===== config.mk =====
export PLATFORM = sky130hd
export DESIGN_NAME = spi_sram_responder_flat
export DESIGN_NICKNAME = d
export VERILOG_FILES = /design/src/rtl/spi_sram_responder_if.sv /design/src/rtl/spi_sram_responder.sv /design/src/flat_wrapper.sv
export SDC_FILE = /design/constraint.sdc
export NUM_CORES = 2
export LEC_CHECK = 0
export CAP_MARGIN = 40
export CORE_MARGIN = 5
export CORE_UTILIZATION = 35
export DETAILED_ROUTE_END_ITERATION = 16
export PLACE_DENSITY = 0.46
export SLEW_MARGIN = 20
export SYNTH_ARGS = -nofsm -noshare
export SYNTH_HDL_FRONTEND = slang
export SYNTH_SLANG_ARGS = --single-unit
export TNS_END_PERCENT = 10

===== constraint.sdc =====
create_clock -name wb_clk_i -period 6.12 [get_ports wb_clk_i]
set_input_delay 0.612 -clock wb_clk_i [delete_from_list [all_inputs] [get_ports wb_clk_i]]
set_output_delay 0.612 -clock wb_clk_i [all_outputs]
set_load 0.005 [all_outputs]

===== src/rtl/spi_sram_responder_if.sv =====
// SPI pin bundle between the SoC SPI master and the SRAM responder, plus the
// responder's status outputs.
interface spi_sram_responder_if;
  logic sck;
  logic csn;
  logic mosi;
  logic miso;
  logic miso_oe;
  logic busy;
  logic cmd_err;

  modport master (output sck, csn, mosi, input miso, miso_oe, busy, cmd_err);
  modport slave  (input sck, csn, mosi, output miso, miso_oe, busy, cmd_err);
endinterface


===== src/rtl/spi_sram_responder.sv =====
// SPI mode-0 slave byte memory (23LC-style READ/WRITE/RDSR, sequential mode),
// running in the system clock domain by oversampling SCK (f_sck <= f_clk/8).
module spi_sram_responder #(
  parameter int unsigned AW          = 8,
  parameter int unsigned SYNC_STAGES = 2,
  parameter logic [7:0]  STATUS_VAL  = 8'h40
) (
  input  logic                wb_clk_i,
  input  logic                wb_rst_i,
  spi_sram_responder_if.slave spi
);

  typedef enum logic [2:0] {IDLE, CMD, ADDR, WDATA, RDATA, STAT, IGNORE} state_e;

  localparam logic [7:0] OP_READ  = 8'h03;
  localparam logic [7:0] OP_WRITE = 8'h02;
  localparam logic [7:0] OP_RDSR  = 8'h05;

  logic [SYNC_STAGES-1:0] sck_sync_q, csn_sync_q, mosi_sync_q;
  logic sck_rise, sck_fall, csn_s, mosi_s;

  state_e         state_q, state_d;
  logic [2:0]     bit_cnt_q, bit_cnt_d;
  logic [15:0]    rx_q, rx_d;
  logic           rd_op_q, rd_op_d;
  logic           addr_hi_q, addr_hi_d;
  logic           rd_first_q, rd_first_d;
  logic [AW-1:0]  addr_q, addr_d, addr_inc;
  logic [7:0]     tx_q, tx_d;
  logic           oe_q, oe_d;
  logic           cmd_err_q, cmd_err_d;
  logic           mem_we;
  logic [7:0]     rx_byte;
  logic [15:0]    rx_word;
  logic           byte_done;

  logic [7:0]     mem_q [2**AW];

  // NOTE: sequential state uses non-blocking (<=) so every flop samples pre-edge values.
  always_ff @(posedge wb_clk_i or posedge wb_rst_i) begin
    if (wb_rst_i) begin
      sck_sync_q  <= '0;
      csn_sync_q  <= '1;
      mosi_sync_q <= '0;
    end else begin
      sck_sync_q  <= {sck_sync_q[SYNC_STAGES-2:0],  spi.sck};
      csn_sync_q  <= {csn_sync_q[SYNC_STAGES-2:0],  spi.csn};
      mosi_sync_q <= {mosi_sync_q[SYNC_STAGES-2:0], spi.mosi};
    end
  end

  // mosi is taken from the same stage as the "current" sck so data and edge stay aligned.
  assign sck_rise = sck_sync_q[SYNC_STAGES-2] & ~sck_sync_q[SYNC_STAGES-1];
  assign sck_fall = ~sck_sync_q[SYNC_STAGES-2] & sck_sync_q[SYNC_STAGES-1];
  assign mosi_s   = mosi_sync_q[SYNC_STAGES-2];
  assign csn_s    = csn_sync_q[SYNC_STAGES-1];

  assign addr_inc  = addr_q + 1'b1;
  assign rx_byte   = {rx_q[6:0], mosi_s};
  assign rx_word   = {rx_q[14:0], mosi_s};
  assign byte_done = sck_rise && (bit_cnt_q == 3'd7);

  // NOTE: every signal gets a default first so this block can never infer a latch.
  always_comb begin
    state_d    = state_q;
    bit_cnt_d  = bit_cnt_q;
    rx_d       = rx_q;
    rd_op_d    = rd_op_q;
    addr_hi_d  = addr_hi_q;
    rd_first_d = rd_first_q;
    addr_d     = addr_q;
    tx_d       = tx_q;
    oe_d       = oe_q;
    cmd_err_d  = 1'b0;
    mem_we     = 1'b0;

    if (sck_rise) begin
      bit_cnt_d = bit_cnt_q + 3'd1;
      rx_d      = rx_word;
    end

    if (csn_s) begin
      state_d   = IDLE;
      bit_cnt_d = '0;
      tx_d      = '0;
      oe_d      = 1'b0;
    end else begin
      unique case (state_q)
        IDLE: begin
          state_d   = CMD;
          bit_cnt_d = '0;
          rx_d      = '0;
        end
        CMD: begin
          if (byte_done) begin
            addr_hi_d = 1'b0;
            unique case (rx_byte)
              OP_READ:  begin state_d = ADDR; rd_op_d = 1'b1; end
              OP_WRITE: begin state_d = ADDR; rd_op_d = 1'b0; end
              OP_RDSR:  state_d = STAT;
              default: begin
                state_d   = IGNORE;
                cmd_err_d = 1'b1;
              end
            endcase
          end
        end
        ADDR: begin
          if (byte_done) begin
            if (!addr_hi_q) begin
              addr_hi_d = 1'b1;
            end else begin
              addr_d     = rx_word[AW-1:0];
              rd_first_d = 1'b1;
              state_d    = rd_op_q ? RDATA : WDATA;
            end
          end
        end
        WDATA: begin
          if (byte_done) begin
            mem_we = 1'b1;
            addr_d = addr_inc;
          end
        end
        RDATA: begin
          if (sck_fall) begin
            if (rd_first_q) begin
              tx_d       = mem_q[addr_q];
              oe_d       = 1'b1;
              rd_first_d = 1'b0;
            end else if (bit_cnt_q == 3'd0) begin
              // Byte boundary: prefetch the next location so streaming has no gap.
              addr_d = addr_inc;
              tx_d   = mem_q[addr_inc];
            end else begin
              tx_d = {tx_q[6:0], 1'b0};
            end
          end
        end
        STAT: begin
          if (sck_fall) begin
            oe_d = 1'b1;
            tx_d = (bit_cnt_q == 3'd0) ? STATUS_VAL : {tx_q[6:0], 1'b0};
          end
        end
        IGNORE: oe_d = 1'b0;
        default: state_d = IDLE;
      endcase
    end
  end

  always_ff @(posedge wb_clk_i or posedge wb_rst_i) begin
    if (wb_rst_i) begin
      state_q    <= IDLE;
      bit_cnt_q  <= '0;
      rx_q       <= '0;
      rd_op_q    <= 1'b0;
      addr_hi_q  <= 1'b0;
      rd_first_q <= 1'b0;
      addr_q     <= '0;
      tx_q       <= '0;
      oe_q       <= 1'b0;
      cmd_err_q  <= 1'b0;
    end else begin
      state_q    <= state_d;
      bit_cnt_q  <= bit_cnt_d;
      rx_q       <= rx_d;
      rd_op_q    <= rd_op_d;
      addr_hi_q  <= addr_hi_d;
      rd_first_q <= rd_first_d;
      addr_q     <= addr_d;
      tx_q       <= tx_d;
      oe_q       <= oe_d;
      cmd_err_q  <= cmd_err_d;
    end
  end

  // NOTE: the array is deliberately not reset; contents are undefined until written.
  always_ff @(posedge wb_clk_i) begin
    if (mem_we) mem_q[addr_q] <= rx_byte;
  end

  assign spi.miso    = tx_q[7];
  assign spi.miso_oe = oe_q;
  assign spi.busy    = (state_q != IDLE);
  assign spi.cmd_err = cmd_err_q;

endmodule


===== src/flat_wrapper.sv =====
// flat-port wrapper written by rule: the top's interface ports become plain ports
module spi_sram_responder_flat 
#(
  parameter int unsigned AW          = 8,
  parameter int unsigned SYNC_STAGES = 2,
  parameter logic [7:0]  STATUS_VAL  = 8'h40
)
  (wb_clk_i, wb_rst_i, spi_sck, spi_csn, spi_mosi, spi_miso, spi_miso_oe, spi_busy, spi_cmd_err);
  spi_sram_responder_if spi_i ();
  input  logic wb_clk_i;
  input  logic wb_rst_i;
  input wire logic [$bits(spi_i.sck)-1:0] spi_sck;
  input wire logic [$bits(spi_i.csn)-1:0] spi_csn;
  input wire logic [$bits(spi_i.mosi)-1:0] spi_mosi;
  output wire logic [$bits(spi_i.miso)-1:0] spi_miso;
  output wire logic [$bits(spi_i.miso_oe)-1:0] spi_miso_oe;
  output wire logic [$bits(spi_i.busy)-1:0] spi_busy;
  output wire logic [$bits(spi_i.cmd_err)-1:0] spi_cmd_err;
  assign spi_i.sck = spi_sck;
  assign spi_i.csn = spi_csn;
  assign spi_i.mosi = spi_mosi;
  assign spi_miso = spi_i.miso;
  assign spi_miso_oe = spi_i.miso_oe;
  assign spi_busy = spi_i.busy;
  assign spi_cmd_err = spi_i.cmd_err;
  spi_sram_responder #(.AW(AW), .SYNC_STAGES(SYNC_STAGES), .STATUS_VAL(STATUS_VAL)) u_core (.wb_clk_i(wb_clk_i), .wb_rst_i(wb_rst_i), .spi(spi_i));
endmodule

==> flow_summary.yaml <==
global_routing:
  grt_usage_pct: 28.9
  grt_pass1_vias: 60500
  grt_pass1_wl_mm: 572
  grt_overflow: 0
  grt_antenna_before_repair: 42
  grt_max_degree: 154
cells_and_area:
  fin_cells: 9611
  finalNetCount: 5643
  drive_gt1_share_pct: 34.0
  n_fill_cell: 25300
  multi_input_area_mm2: 0.0341
  area.growth.synth_to_final_pct: 15.0
  seq_area_mm2: 0.0625
route:
  wl_mm: 431
  drt_iter0_drc: 9988
  vias_per_cell: 6.54
  drc: 0
  via_count: 62900
  antenna_left: 0
  first_pass_iters: 7
  wl_per_cell_um: 44.9
yosys:
  yosysTopAreaCell: "edfxtp_1"
  ys_ff_latch: 2087
  synth_ff_type: "edfxtp_1"
  ys_seq_area_share_pct: 63.2
  synth_area_leaders: "edfxtp_1, mux4_2, nand2_1, nor2_1, mux2i_1"
  ys_types: 88
  synth.most_common_cell: "edfxtp_1"
  synthCells: 5314
  synth_common_cells: "edfxtp_1, mux4_2, nand2_1, nor2_1, nand3_1"
  synthesis.nets: 5326
  netlist_area_mm2: 0.0988
  async_flop_share_pct: 1.87
  yosysWarningCount: 0
  synth_edf_count: 2048
  synth.avg_cell_area_um2: 18.6
  synth_top_area_share_pct: 62.2
hold_path:
  hp-class: "primary input to flop"
  worstHoldPathCells: 1
  hp-start: "spi_csn"
  holdPathEnd: "u_core.csn_sync_q[0]$_DFF_PP1_"
worst_setup_path:
  crit_path_start: "u_core.addr_q[0]$_DFFE_PP0P_"
  worst_setup_path_start_kind: "flop"
  criticalPathCategory: "flop to flop"
  critPathBufInv: 2
  crit_family: "compound AO/OA/AOI/OAI gates"
  reg2reg_slack_ps: 1290
  cpPeakStageDelay_ps: 730
  arrival_ps: 5620
  required_ps: 6910
  r2r-end: "u_core.tx_q[7]$_DFFE_PP0P_"
  rr_startpoint: "u_core.addr_q[0]$_DFFE_PP0P_"
  cp_slowest_cell: "dfrtp_4"
  crit_path_end_kind: "flop"
  cp_cell_sequence: "buf_12 > buf_4 > mux4_2 > o211ai_1 > nor2b_1 > a2111oi_0 > nor3b_1 > nand4_1 > o21ai_1 > o221ai_1"
  reg2regPathDepth: 10
  cp_max_fo: 90
timing:
  drv_slew: 0
  max_freq_mhz: 207
  hold_viol: 0
  rsz0062_at_grt: "false"
  max_slew_margin_pct: 26.6
  fin_crit_ps: 4830
  finClkSkew_ps: 65.6
  setup_viol: 0
  tightestPinTransition_ps: 1100
  fin_crit_sh_pct: 78.9
  fin_tns_setup_ps: 0
power:
  cellPowerDensity_mw_per_mm2: 461
  p_leak_nw: 35.5
  peakVddDrop_uv: 368
clock_tree:
  h-tree-depth: 4
  path_clk_slew_ps: 80
  cts.path.max_buffers: 4
  root_buffer: "clkbuf_16"
  clock-sinks: 2087
  clkLatencyLatePin_ps: 940
  cts_tree: "built"
  post_cts_resized: 0
  cts_inserted_buffers: 239
floorplanning:
  die_y_um: 541
  rows: 195
  die_area_mm2: 0.293
  dieWidth_um: 541
  initial_core_util_pct: 35.1
  core_region_area_mm2: 0.282
  ios: 9
place:
  placed_cells: 9079
  io_buffer_count: 8
  hpwlAfterDp_mm: 305
  place.gp.congestion: 1.09
run:
  drv_cap: 0
status:
  status: "finished, final reports clean"
[per-stage QoR]
stage | instance area [µm²] | setup slack, ps | utilization [%] | hold WS, ps | total power, W
after global placement | 104000 | 1210 | 36.8 | 353 | 0.0379
after CTS | 113000 | 1410 | 40.1 | 56.6 | 0.0518
after floorplan | 98800 | 1630 | - | 345 | 0.0287
after global routing | 114000 | 1130 | 40.3 | 86.6 | 0.0532
after detailed placement | 106000 | 1430 | 37.5 | 350 | 0.0379
final | 114000 | 1290 | 40.3 | 105 | 0.0524
[state kept, by name, summed over array words and instances (netlist names)]
| name | count |
|---|---|
| u_core.tx_q | 8 |
| u_core.spi.cmd_err | 1 |
| u_core.mosi_sync_q | 1 |
| u_core.state_q | 3 |
| u_core.rd_first_q | 1 |
| u_core.sck_sync_q | 2 |
| u_core.csn_sync_q | 2 |
| u_core.addr_q | 8 |
| u_core.addr_hi_q | 1 |
| u_core.rx_q | 7 |
| u_core.bit_cnt_q | 3 |
| u_core.mem_q | 2048 |
| u_core.rd_op_q | 1 |
| u_core.spi.miso_oe | 1 |
[report_power, final]
part           switching [W]  internal, W
Clock                0.00616      0.00775
Sequential          0.000368       0.0159
Combinational         0.0149      0.00730
[what timing repair did]
| action | CTS | global route |
|---|---|---|
| hold endpoints to repair | 1 | 0 |
| hold buffers | 1 | 0 |
| buffers inserted | 0 | 0 |
[layout by cell type (no fill, tap or decap), drive strengths merged, types with 11 or more instances in the layout]
master    netlist  final
edfxtp       2048   2048
mux4         1063   1063
buf           310    491
nand2         392    392
nor2          351    351
clkbuf        120    303
nand3         192    192
mux2i         128    128
clkinv          1    119
a22oi         107    107
a21oi          88     88
o21ai          51     51
nand4          48     48
nor3           39     39
dfrtp          37     37
diode           0     35
o211ai         27     27
a31oi          23     23
inv            14     21
a32oi          19     19
a221oi         18     18
nor4           17     17
and3           16     16
a211oi         14     14
o2111ai        14     14
o22ai          13     13
a311oi         13     13
clkinvlp        0     11
[worst max-delay path by stage]
stage | endpoint | slack [ps] | cells after the start
floorplan | u_core.state_q[2]$_DFFE_PP0P_ | 1630 | 6
global placement | u_core.tx_q[1]$_DFFE_PP0P_ | 1210 | 10
detailed placement | u_core.tx_q[7]$_DFFE_PP0P_ | 1430 | 10
CTS | u_core.tx_q[7]$_DFFE_PP0P_ | 1410 | 10
global route | u_core.tx_q[7]$_DFFE_PP0P_ | 1130 | 10
finish | u_core.tx_q[7]$_DFFE_PP0P_ | 1290 | 10
[final cells by class]
class / count / area share, %
antenna: 35 / 0.0771
clock buffer: 297 / 5.56
inverter: 15 / 0.0539
clock inverter: 146 / 1.01
multi-input combinational: 2782 / 30.0
tap: 3743 / 4.12
timing repair buffer: 506 / 4.14
sequential: 2087 / 55.0
[kinds of logic (layout without fill, tap and decap cells)]
kind of cell	after synthesis	count (layout)	synth area share, %
DFF	2087	2087	63.2
muxes	1199	1199	25.7
and+or+nand+nor	1118	1118	5.06
AOI/OAI and AO/OA	447	447	3.19
buffers and inverters	445	964	2.69
xor gates and xnor gates	11	11	0.105
adders and majority gates	7	7	0.0886
other	0	35	0
[per-layer routing]
metal	wire [µm]	vias to the layer above	share of wire [%]	global-route usage (%)
li1	-	23200	-	-
met4	29700	16	6.9	16.7
met5	582	-	0.13	0.921
met1	166000	34100	38	38.2
met3	52800	974	12	10.6
met2	183000	4540	42	40.8
Power figures use the tool's default switching activity.
